<file path="config.mk">
export PLATFORM = sky130hd
export DESIGN_NAME = mc_alu
export DESIGN_NICKNAME = d
export VERILOG_FILES = /design/src/rtl/alu_pkg.sv /design/src/rtl/alu_flags.sv /design/src/rtl/mc_alu.sv
export SDC_FILE = /design/constraint.sdc
export NUM_CORES = 1
export LEC_CHECK = 0
export CORE_UTILIZATION = 50
export DETAILED_ROUTE_END_ITERATION = 8
export PLACE_DENSITY = 0.77
export SYNTH_ARGS = -nofsm -noshare
export SYNTH_HDL_FRONTEND = slang
export SYNTH_SLANG_ARGS = --single-unit
export TNS_END_PERCENT = 10
</file>
<file path="constraint.sdc">
create_clock -name clk -period 1.9 [get_ports clk]
set_input_delay 0.19 -clock clk [delete_from_list [all_inputs] [get_ports clk]]
set_output_delay 0.19 -clock clk [all_outputs]
set_load 0.1 [all_outputs]
</file>
<file path="src/rtl/alu_pkg.sv">
// Shared encodings for the multi-cycle ALU: opcode values and FSM states.
package alu_pkg;

    typedef enum logic [2:0] {
        OP_AND  = 3'b000,
        OP_OR   = 3'b001,
        OP_XNOR = 3'b010,
        OP_ADD  = 3'b011,
        OP_SUB  = 3'b100,
        OP_ROR  = 3'b101,
        OP_ROL  = 3'b110,
        OP_RSVD = 3'b111
    } op_e;

    typedef enum logic [1:0] {
        IDLE = 2'b00,
        ROT  = 2'b01,
        DONE = 2'b10
    } state_e;

endpackage

</file>
<file path="src/rtl/alu_flags.sv">
// Combinational zero/sign/positive flags derived from an ALU result.
module alu_flags #(
    parameter int WIDTH = 6
) (
    input  logic [WIDTH-1:0] r,
    output logic             zf,
    output logic             sf,
    output logic             gt_zero
);

    assign zf      = (r == '0);
    assign sf      = r[WIDTH-1];
    assign gt_zero = !sf && !zf;

endmodule

</file>
<file path="src/rtl/mc_alu.sv">
// Multi-cycle ALU: single-cycle logic/arithmetic ops, rotates stepped one bit per
// clock, valid/ready handshake on both sides with registered result and flags.
module mc_alu
    import alu_pkg::*;
#(
    parameter int WIDTH = 6,
    parameter int CNT_W = $clog2(WIDTH)
) (
    input  logic             clk,
    input  logic             rst_n,
    input  logic             in_valid,
    output logic             in_ready,
    input  logic [WIDTH-1:0] A,
    input  logic [WIDTH-1:0] B,
    input  logic [2:0]       OP,
    output logic             out_valid,
    input  logic             out_ready,
    output logic [WIDTH-1:0] R,
    output logic             ZF,
    output logic             SF,
    output logic             CF,
    output logic             GT_ZERO
);

    state_e           state, state_next;
    logic [CNT_W-1:0] cnt, cnt_next;
    logic             rot_left, rot_left_next;
    logic [WIDTH-1:0] r_next;
    logic             cf_next;
    logic             r_load;
    logic             zf_next, sf_next, gt_next;
    logic             accept;
    op_e              op_in;
    logic [CNT_W-1:0] k;
    logic [WIDTH:0]   sum, diff;

    assign in_ready  = (state == IDLE) || ((state == DONE) && out_ready);
    assign out_valid = (state == DONE);
    assign accept    = in_valid && in_ready;
    assign op_in     = op_e'(OP);
    assign k         = CNT_W'(B % WIDTH);
    // The extra top bit of the subtraction is the unsigned borrow (A < B).
    assign sum       = {1'b0, A} + {1'b0, B};
    assign diff      = {1'b0, A} - {1'b0, B};

    alu_flags #(.WIDTH(WIDTH)) u_flags (
        .r       (r_next),
        .zf      (zf_next),
        .sf      (sf_next),
        .gt_zero (gt_next)
    );

    // NOTE: every signal written here gets a default first so no latch is inferred.
    always_comb begin
        state_next    = state;
        cnt_next      = cnt;
        rot_left_next = rot_left;
        r_next        = R;
        cf_next       = CF;
        r_load        = 1'b0;
        case (state)
            IDLE, DONE: begin
                if (state == DONE && out_ready) state_next = IDLE;
                if (accept) begin
                    r_load     = 1'b1;
                    state_next = DONE;
                    cf_next    = 1'b0;
                    case (op_in)
                        OP_AND:  r_next = A & B;
                        OP_OR:   r_next = A | B;
                        OP_XNOR: r_next = ~(A ^ B);
                        OP_ADD:  {cf_next, r_next} = sum;
                        OP_SUB:  {cf_next, r_next} = diff;
                        OP_ROR, OP_ROL: begin
                            r_next        = A;
                            rot_left_next = (op_in == OP_ROL);
                            if (k != '0) begin
                                cnt_next   = k;
                                state_next = ROT;
                            end
                        end
                        default: r_next = '0;
                    endcase
                end
            end
            ROT: begin
                r_load   = 1'b1;
                cnt_next = cnt - CNT_W'(1);
                if (cnt == CNT_W'(1)) state_next = DONE;
                if (rot_left) begin
                    r_next  = {R[WIDTH-2:0], R[WIDTH-1]};
                    cf_next = R[WIDTH-1];
                end else begin
                    r_next  = {R[0], R[WIDTH-1:1]};
                    cf_next = R[0];
                end
            end
            default: state_next = IDLE;
        endcase
    end

    // NOTE: non-blocking assignments so every register samples pre-edge values.
    always_ff @(posedge clk or negedge rst_n) begin
        if (!rst_n) begin
            state    <= IDLE;
            cnt      <= '0;
            rot_left <= 1'b0;
            R        <= '0;
            CF       <= 1'b0;
            ZF       <= 1'b0;
            SF       <= 1'b0;
            GT_ZERO  <= 1'b0;
        end else begin
            state    <= state_next;
            cnt      <= cnt_next;
            rot_left <= rot_left_next;
            if (r_load) begin
                R       <= r_next;
                CF      <= cf_next;
                ZF      <= zf_next;
                SF      <= sf_next;
                GT_ZERO <= gt_next;
            end
        end
    end

endmodule

</file>
==> impl_metrics.yaml <==
critical_path:
  worstSetupEndpointType: "flop"
  cp_common_cell: "nor4_4"
  worst-path-buf-inv: 3
  worstPathArrival_ns: 2.40
  r2r_slack_ns: -0.20
  critical_path.cell_chain: "buf_2 > buf_6 > buf_4 > ha_1 > a211o_1 > a21oi_1 > mux2i_1 > nor2_1 > nor4_4 > nor4_4 > o31ai_2"
  maximum_net_fanout_on_the_critical_path: 4
  cp_slowest_cell: "a211o_1"
  timing.setup.critical_path_class: "input port to flop"
  data_required_time_of_the_worst_path_ns: 2.06
  critical-path-max-stage-delay_ns: 0.33
  critical-path-top-delay-family: "compound AO/OA/AOI/OAI gates"
  setup_crit_start_kind: "input port"
logic_synthesis:
  synthDominantCellAreaShare: 0.173
  yosysTopAreaCell: "dfrtp_1"
  synth_seq_area_share: 0.173
  netlist_top_cells_count: "nand2_1 (28), inv_1 (23), ha_1 (21), nor2_1 (20), a21oi_1 (18)"
  ys_async_sr_fraction: 1.00
  dominantRegCellSynth: "dfrtp_1"
  post_syn_nets: 324
  post_synthesis_cells: 282
  yosys.cell_types.count: 66
  ys_seq_elements: 15
  synth.avg_cell_area_um2: 7.69
  synth-warning-count: 0
  largest_cells_by_area_after_synthesis: "dfrtp_1 (17%), ha_1 (12%), nand2_1 (4.8%), a21oi_1 (4.2%), mux2i_1 (4.2%)"
  synthesized_cell_area_um2: 2170
  yosys.cell_count.top_type: "nand2_1"
  number_of_enable_flip_flop_cells_after_synthesis: 0
placement:
  buffer_ports.inserted: 30
  detailedPlacementHpwl_mm: 5.44
  place.gp.congestion: 0.989
  post-place-cells: 441
routing:
  detail_route.drc_violations: 0
  drt_iter0_drc: 644
  wl_per_cell_um: 21.6
  routed_wl_mm: 9.94
  wl_met3_mm: 1.14
  final_antenna_net_count: 0
  first_pass_iters: 6
  top_layer: "met4"
  routed-via-count: 3065
  met2RoutedLength_mm: 4.52
  wirelength_met1_mm: 3.61
  route.detailed.vias_per_inst: 6.65
sta:
  final.setup.tns_ns: -1.05
  timing_hold_violations_final: 0
  slew_headroom: 0.526
  fin_skew_ns: 0.0111
  setup_viol_count_final: 8
  min_period_over_period: 1.18
  finalHoldWorstSlack_ns: 0.335
  rsz0062_at_grt: "yes"
  period_needed_ns: 2.24
  max_freq_mhz: 447
  report.final.slew_viol_count: 0
  least_setup_slack_across_all_paths_after_layout_ns: -0.337
  worstMarginPinSlew_ns: 0.709
cts:
  clock_tree.htree_level_count: 1
  clkTransAtPathRegs_ns: 0.07
  clock_buffer_count_from_cts: 3
  clk_root_buffer_cell: "clkbuf_8"
  clk_path_buf_depth: 2
  worst_skew_pair_latency_ns: 0.26
  tritoncts_clock_tree: "built"
  number_of_sinks_on_the_clock_net: 15
grt:
  vias_in_the_first_global_route: 2880
  grt_overflow: 0
  gr-usage-all-layers: 0.402
  number_of_antenna_violations_at_the_first_check_in_global_routing: 0
  wire_length_of_the_first_global_routing_pass_mm: 13.6
  grt_max_degree: 21
run:
  drv.max_cap_violation_count: 0
die:
  die_h_um: 67.9
  core_region_area_um2: 4090
  start_util: 0.531
  rows: 23
  die_area_um2: 4610
  chipWidth_um: 67.9
  pin_count: 31
layout:
  layout_overhead_on_the_synthesized_area_pct: 67.1
  insertedDiodeCount: 0
  num-fill-cells: 180
  post_route_cells_drive_above_1_share: 0.465
  instances_no_fill: 461
  design.final.nets: 454
status:
  result_of_the_run: "finished, violations left"
  violations: "negative setup slack"
power:
  power.total_mw: 3.11
  static-leakage-power_nw: 1.74
  worst_ir_drop_on_vdd_mv: 0.801
  power.density_nw_per_um2: 859
hold_path:
  hp-class: "input port to flop"
[cell type report]
cell class	count	area [um^2]	area share
clock buffer	3	41.3	0.0114
clock inverter	1	5.00	0.00138
inverter	23	86.3	0.0238
multi-input combinational	228	1880	0.518
sequential	15	377	0.104
tap	50	62.6	0.0173
timing repair buffer	141	1170	0.324
[kinds of logic after synthesis]
| group | count (synthesis) | synth area share |
|---|---|---|
| fa+ha+maj | 23 | 0.140 |
| xor+xnor | 5 | 0.0202 |
| buf+inv | 39 | 0.0853 |
| compound gates | 84 | 0.270 |
| mux | 13 | 0.0652 |
| simple gates | 103 | 0.247 |
| flops | 15 | 0.173 |
[layer usage]
metal / vias to the layer above / GRT usage
met5: - / 0
met4: 0 / 0.221
met3: 110 / 0.102
met2: 277 / 0.676
met1: 1399 / 0.464
li1: 1279 / -
[power breakdown]
group,switching [mW],total (mW),internal [mW]
combinational,1.40,2.26,0.857
sequential,0.157,0.586,0.429
clock,0.125,0.271,0.146
total,1.68,3.11,1.43
[worst min-delay path, cell delays in order]
cell,delay [ns]
buf_8,0.09
buf_4,0.14
nand2_1,0.07
o211ai_2,0.06
[stage by stage]
stage          instance area, um^2  utilization  setup WS [ns]
6_report                      3620        0.887         -0.337
5_1_grt                       3620        0.887         -0.471
4_1_cts                       3510        0.860         -0.183
3_5_place_dp                  3180        0.778         -0.968
3_3_place_gp                  3180        0.778         -0.849
2_1_floorplan                 2190            -         -0.239
[sequential cells by signal, summed over array words and instances (netlist names)]
signal	cells
R	6
ZF	1
CF	1
state	2
GT_ZERO	1
rot_left	1
cnt	3
[timing repair]
item	4_1_cts	5_1_grt
endpoints found under the setup margin	14	11
hold buffers	0	0
gates cloned	0	1
resized for setup	82	17
setup buffers	14	3
pin swaps	23	14
[worst paths after layout]
| check | start | endpoint | depth (start not counted) |
|---|---|---|---|
| setup / recovery | B[1] | GT_ZERO | 11 |
| setup reg to reg | state[0] | GT_ZERO | 6 |
| max in group asynchronous | rst_n | state[0] | 1 |
| hold / removal | B[0] | cnt[0] | 4 |
| min in group asynchronous | rst_n | rot_left | 1 |
| hold reg to reg | cnt[1] | cnt[1] | 1 |
[cells in the final DEF, fill, tap and decap left out, types with 3 or more instances in the layout]
cell type | netlist | routed
o211ai_1 | 3 | 3
nand2b_1 | 9 | 6
buf_6 | 2 | 8
nor3_1 | 6 | 5
inv_1 | 23 | 16
a21oi_1 | 18 | 13
mux2i_1 | 9 | 9
o22ai_1 | 5 | 5
clkbuf_8 | 0 | 3
o21ai_0 | 16 | 13
ha_1 | 21 | 14
o21a_1 | 3 | 3
nor2b_1 | 10 | 7
a211oi_1 | 5 | 4
inv_2 | 0 | 7
nand3_1 | 9 | 9
xnor2_1 | 3 | 3
dfrtp_1 | 15 | 14
clkdlybuf4s50_1 | 0 | 3
a21oi_2 | 1 | 6
buf_12 | 0 | 3
nand2_1 | 28 | 27
buf_2 | 3 | 3
nand2b_4 | 0 | 3
ha_4 | 0 | 7
nor2_1 | 20 | 18
dlygate4sd2_1 | 0 | 8
a21o_1 | 4 | 4
buf_4 | 4 | 112
(Power assumes the default switching activity.)
